## config.mk

```make
export PLATFORM = sky130hd
export DESIGN_NAME = counter_seq_ctrl
export DESIGN_NICKNAME = d
export VERILOG_FILES = /design/src/rtl/counter_seq_ctrl.sv
export SDC_FILE = /design/constraint.sdc
export NUM_CORES = 1
export LEC_CHECK = 0
export BUFFER_PORTS_ARGS = -buffer_cell sky130_fd_sc_hd__buf_2
export CAP_MARGIN = 20
export CORE_MARGIN = 1
export CORE_UTILIZATION = 50
export DETAILED_ROUTE_END_ITERATION = 12
export PLACE_DENSITY = 0.8
export REMOVE_ABC_BUFFERS = 1
export SLEW_MARGIN = 20
export SYNTH_ARGS = -nofsm -noshare
export SYNTH_HDL_FRONTEND = slang
export SYNTH_SLANG_ARGS = --single-unit
```

## constraint.sdc

```tcl
create_clock -name clk -period 6.8 [get_ports clk]
set_input_delay 0.68 -clock clk [delete_from_list [all_inputs] [get_ports clk]]
set_output_delay 0.68 -clock clk [all_outputs]
set_load 0.005 [all_outputs]
```

## src/rtl/counter_seq_ctrl.sv

```systemverilog
// counter_seq_ctrl: command sequencer driving one counter's enable/up_down.
// Moves the count to a target (up, down or sweep) and reports a status code.
module counter_seq_ctrl #(
  parameter int WIDTH      = 8,
  parameter int MAX_CYCLES = 300,
  parameter int TO_W       = 9
) (
  input  logic             clk,
  input  logic             rst,
  input  logic             cmd_valid,
  output logic             cmd_ready,
  input  logic [1:0]       cmd_mode,
  input  logic [WIDTH-1:0] cmd_target,
  input  logic             cmd_abort,
  output logic             cnt_enable,
  output logic             cnt_up_down,
  input  logic [WIDTH-1:0] cnt_value,
  input  logic             cnt_overflow,
  output logic             busy,
  output logic             done,
  output logic [1:0]       done_status
);

  typedef enum logic [1:0] {
    S_IDLE,
    S_RUN_A,
    S_RUN_B,
    S_DONE
  } state_t;

  localparam logic [1:0] M_DOWN  = 2'b01;
  localparam logic [1:0] M_SWEEP = 2'b10;
  localparam logic [1:0] M_RSVD  = 2'b11;

  localparam logic [1:0] ST_OK    = 2'b00;
  localparam logic [1:0] ST_ABORT = 2'b01;
  localparam logic [1:0] ST_WRAP  = 2'b10;
  localparam logic [1:0] ST_TMO   = 2'b11;

  state_t           r_state;
  state_t           w_next;
  logic [1:0]       r_mode;
  logic [WIDTH-1:0] r_target;
  logic [WIDTH-1:0] r_start;
  logic             r_up_down;
  logic [TO_W-1:0]  r_to;
  logic [1:0]       r_status;

  logic             w_run;
  logic             w_accept;
  logic [WIDTH-1:0] w_leg_target;
  logic             w_at_tgt;
  logic             w_timeout;
  logic             w_set_status;
  logic [1:0]       w_status_nxt;

  assign w_run        = (r_state == S_RUN_A) || (r_state == S_RUN_B);
  assign w_accept     = (r_state == S_IDLE) && cmd_valid;
  assign w_leg_target = (r_state == S_RUN_B) ? r_start : r_target;
  assign w_at_tgt     = (cnt_value == w_leg_target);
  assign w_timeout    = (r_to == TO_W'(MAX_CYCLES - 1));

  // State register
  always_ff @(posedge clk) begin
    if (rst) r_state <= S_IDLE;
    else     r_state <= w_next;
  end

  // Next-state and completion-status selection (abort > wrap > timeout > target)
  always_comb begin
    w_next       = r_state;
    w_set_status = 1'b0;
    w_status_nxt = ST_OK;
    unique case (r_state)
      S_IDLE: begin
        if (cmd_valid) begin
          if (cmd_mode == M_RSVD) begin
            w_next       = S_DONE;
            w_set_status = 1'b1;
          end else begin
            w_next = S_RUN_A;
          end
        end
      end
      S_RUN_A, S_RUN_B: begin
        if (cmd_abort) begin
          w_next       = S_DONE;
          w_set_status = 1'b1;
          w_status_nxt = ST_ABORT;
        end else if (cnt_overflow) begin
          w_next       = S_DONE;
          w_set_status = 1'b1;
          w_status_nxt = ST_WRAP;
        end else if (w_timeout) begin
          w_next       = S_DONE;
          w_set_status = 1'b1;
          w_status_nxt = ST_TMO;
        end else if (w_at_tgt) begin
          if (r_state == S_RUN_A && r_mode == M_SWEEP) begin
            w_next = S_RUN_B;
          end else begin
            w_next       = S_DONE;
            w_set_status = 1'b1;
          end
        end
      end
      S_DONE: w_next = S_IDLE;
      default: w_next = S_IDLE;
    endcase
  end

  // Handshake, activity and counter-enable outputs
  always_comb begin
    cmd_ready  = (r_state == S_IDLE);
    busy       = w_run;
    done       = (r_state == S_DONE);
    cnt_enable = w_run && !w_at_tgt && !cmd_abort;
  end

  assign cnt_up_down = r_up_down;
  assign done_status = r_status;

  // Command capture and per-leg direction
  always_ff @(posedge clk) begin
    if (rst) begin
      r_mode    <= '0;
      r_target  <= '0;
      r_start   <= '0;
      r_up_down <= 1'b0;
    end else if (w_accept) begin
      r_mode    <= cmd_mode;
      r_target  <= cmd_target;
      r_start   <= cnt_value;
      r_up_down <= (cmd_mode != M_DOWN);
    end else if (r_state == S_RUN_A && w_next == S_RUN_B) begin
      r_up_down <= 1'b0;
    end
  end

  // Per-leg timeout counter; restarts whenever the state changes
  always_ff @(posedge clk) begin
    if (rst)                         r_to <= '0;
    else if (w_run && w_next == r_state) r_to <= r_to + TO_W'(1);
    else                             r_to <= '0;
  end

  // Status is held between completions
  always_ff @(posedge clk) begin
    if (rst)               r_status <= ST_OK;
    else if (w_set_status) r_status <= w_status_nxt;
  end

endmodule

```

After elaboration in Yosys (flattened, before gate mapping) --
Cells that the tools add are included. Widths: inputs -> output; s select.
Storage, ports and cells: RAM bits 0, bits in read-only memories 0, output and inout port bits 7, register bits after elaboration 32, input port bits 23, word-level logic and storage cells 55, bits in latches 0, memories kept 0
Cells by class: shifts and indexed selects 0, $lt $le $gt $ge 0, muxes and demuxes 23, reductions and logical operators 13, add/subtract/negate cells 1, divide/modulo/power cells 0, equal/unequal tests 10, bitwise logic cells 1, multipliers 0
Operators with widths (number):
- $mux 2 | 10
- $eq 2x2->1 const B | 5
- $mux 1 | 10
- $add 9x1->9 const B | 1
- $eq 9x9->1 const B | 1
- $eq 8x8->1 | 1
- $mux 8 | 1
- $logic_and 1x1->1 | 6
- $pmux 2 s3 | 1
- $reduce_or 2->1 | 2
- $eq 2x1->1 const B | 1
- $eq 2x2->1 | 1
- $logic_not 1->1 | 2
- $logic_not 2->1 | 1
- $ne 2x1->1 const B | 1
- $pmux 1 s2 | 1
- $reduce_bool 2->1 | 1
- $logic_or 1x1->1 | 1
- $not 1->1 | 1

Longest topological paths before layout --
word-level depth 12, mapped depth 9, gate-level depth less buffers 8

Worst setup path before layout --
OpenSTA, ideal clock, no wires.
kind register -> output, from register r_state[0], to output cnt_enable, data required time 6.120 ns, buffers on the path 1, slack 4.337 ns, arrival 1.783 ns, stages on the path, launching flop included 9, cell sequence dfxtp_1 -> inv_1 -> ha_1 -> buf_6 -> mux2i_1 -> xnor2_1 -> nor4_4 -> nand4_4 -> nor3b_1
On the way: longest elaborated chain between the ends 6, elaborated cells between the ends (all ways) 8, classes of those cells eq/ne: 3; mux: 1; reduce/logical: 4
RTL lines:
- start: declaration | line 40 | state_t r_state;
- start signal: assignment | line 66 | else r_state <= w_next;
- $eq 2x2->1 | line 57, 59
- $mux 8 | line 59 | assign w_leg_target = (r_state == S_RUN_B) ? r_start : r_target;
- $eq 8x8->1 | line 60 | assign w_at_tgt = (cnt_value == w_leg_target);
- $logic_not 1->1 | line 117 | cnt_enable = w_run && !w_at_tgt && !cmd_abort;
- $logic_and 1x1->1 * (2 in a row) | line 117
- end: declaration | line 15 | output logic cnt_enable,
Every way passes the cells marked *; elsewhere a longest branch is shown, timed or not.

Worst setup path after layout --
Same ends and word-level chain as after synthesis.

==> reports/metrics.csv <==
metric,value,unit
start_kind,flop,
clockRootBuffer,clkbuf_4,
die_x,59.30,um
postSynthCellCount,197,
first_pass_iters,5,
grt_setup_unrepaired,false,
die_y,59.30,um
net-switching-power,158.3,uW
yosys_register_bits,32,
power_density,248.4,mW/mm2
fin_crit_sh,49.55,%
num_vias,1434,
drtIter0Drc,61,
hpwl,2441,um
grt_pass1_vias,1332,
layout_commonest_cell,nand2_1,
multi_input_area,948.4,um2
p_clk_share,24.3,%
seq_area,640.6,um2
ant_nets,0,
vias_per_cell,5.292,
grt_max_degree,25,
path_class,reg2out,
syn_to_final_growth,13.87,%
finalHoldViolations,0,
path_clk_slew,0.09,ns
clock.fmax,296.8,MHz
wl,3374,um
intPower,306.1,uW
crit_arrival,2.69,ns
leakage,0.0007146,uW
final_nets,254,
finalCriticalPeriod,3.369,ns
cts_buffers,5,
row_count,20,
cp_max_fo,8,
fp.coreArea,0.003078,mm2
syn_avg_cell_area,8.333,um2
r2r_slack,4.15,ns
outcome,completed,
ys_seq_area_share,39.02,%
port_buffers,29,
antenna_cells,0,
setup-violations-final,0,
cts_resized,0,
drive_gt1_share,18.06,%
overflow,0,
io_pins,30,
ir_drop,0.1532,mV
syn_area,0.001642,mm2
htree_levels,2,
grtUsageTotal,21.21,%
setup_tns,0,ns
maxSlewViolCount,0,
p_comb_share,29.0,%
synth-main-ff-cell,dfxtp_1,
place.gp.congestion,0.9363,
fin_ws,3.431,ns
postCtsHoldBufs,0,
grt_pass1_wl,5554,um
cts_tree,done,
clock-sinks,32,
initial_core_util,53.33,%
postPlaceCellArea,0.001808,mm2
swShare,34.08,%
place_ws,3.780,ns
wire_per_inst,12.45,um
slew_headroom,46.31,%
dieArea,0.003516,mm2
timing.hold.ws,0.4567,ns
cts_setup_buffers,0,
synth-edff-count,0,
postSynth.asyncResetShare,0,%
yosysWarningCount,0,
endpoint_kind,primary output,
stdcell_area,0.001869,mm2
synth_cell_types,36,
nFillCells,282,
antenna_found_initial,0,
layout_common_cells,"nand2_1, dfxtp_1, buf_2",
max-cap-violations,0,
finClkSkew,0.01135,ns
seqPwrFrac,46.6,%
hold_path.class,reg2reg,
drc,0,
tightest_slew,0.8053,ns
insertion_delay,0.34,ns
cts_buffer_depth,2,
cp.required,6.12,ns
-- metrics by stage --
step / power, uW / instances / utilization, %
3_5_place_dp: 355.3 / 263 / 58.74
3_3_place_gp: 353.9 / 263 / 58.74
2_1_floorplan: 314.1 / 190 / -
6_report: 464.4 / 271 / 60.73
4_1_cts: 467.3 / 271 / 60.73
5_1_grt: 493.2 / 271 / 60.73
-- cell families (layout without fill, tap and decap cells) --
kind of cell    count (synthesis)  in the layout  synth area share (%)
compound gates                 41             41                 14.86
xor+xnor                       15             15                 8.003
fa+ha+maj                       5              5                 3.811
buf+inv                        12             42                 3.201
flops                          32             32                 39.02
mux                             9              9                 5.488
simple gates                   83             83                 25.61
-- layout make-up --
type	count	area share [%]
clock inverter	2	0.5355
clock buffer	6	2.744
tap	44	2.945
multi-input combinational	153	50.74
sequential	32	34.27
timing repair buffer	29	7.764
inverter	5	1.004
-- layer usage --
metal,global-route usage (%),share of wire (%),up-vias
met4,6.122,1.3,0
met3,7.424,4.5,5
li1,-,-,740
met2,36.60,47,29
met5,0,0,-
met1,24.63,47,660
-- path summary, 6_finish.rpt --
kind                     startpoint                endpoint  depth (start not counted)
min reg2reg  r_mode[1]$_SDFFE_PP0P_  r_mode[1]$_SDFFE_PP0P_                          2
max reg2reg   r_state[0]$_SDFF_PP0_      r_to[7]$_SDFF_PP0_                          8
min          r_mode[1]$_SDFFE_PP0P_  r_mode[1]$_SDFFE_PP0P_                          2
max           r_state[0]$_SDFF_PP0_              cnt_enable                          8
-- worst max-delay path, cell delays in order (launching register included) --
cell     delay, ns
dfxtp_1       0.36
inv_1         0.18
ha_1          0.50
mux2i_1       0.30
xnor2_1       0.13
nor4_4        0.35
nand4_4       0.20
nor3b_1       0.21
buf_2         0.13
-- state kept, by name (all words and copies together) (netlist names) --
register     count
cnt_up_down      1
done_status      2
r_target         8
r_start          8
r_state          2
r_to             9
r_mode           2
-- power groups by stage --
stage | combinational, uW | clock (uW) | sequential (uW)
4_1_cts | 135 | 116 | 216
5_1_grt | 149 | 126 | 219
2_1_floorplan | 95.8 | 0 | 218
6_report | 135 | 113 | 217
3_5_place_dp | 134 | 0 | 221
3_3_place_gp | 133 | 0 | 220
-- synthesized netlist by cell type (2+ instances only) --
library cell | instances | share of area [%]
dfxtp_1 | 32 | 39
nor3b_1 | 2 | 0.91
mux2i_1 | 9 | 5.5
nor2_1 | 6 | 1.4
a31oi_1 | 2 | 0.76
a21oi_1 | 22 | 6.7
o21ai_2 | 2 | 1.1
nand3_1 | 9 | 2.7
o21ai_0 | 6 | 1.8
nor4bb_1 | 2 | 1.2
ha_1 | 5 | 3.8
inv_1 | 5 | 1.1
nand2_1 | 42 | 9.6
xor2_1 | 8 | 4.3
nand4_1 | 2 | 0.76
nand2b_1 | 2 | 0.76
a211oi_1 | 2 | 0.91
xnor2_1 | 7 | 3.7
and2_1 | 2 | 0.76
nand3b_1 | 2 | 0.91
nor3_1 | 8 | 2.4
clkbuf_1 | 6 | 1.4
Note: power is estimated with default switching activity, not from simulation.
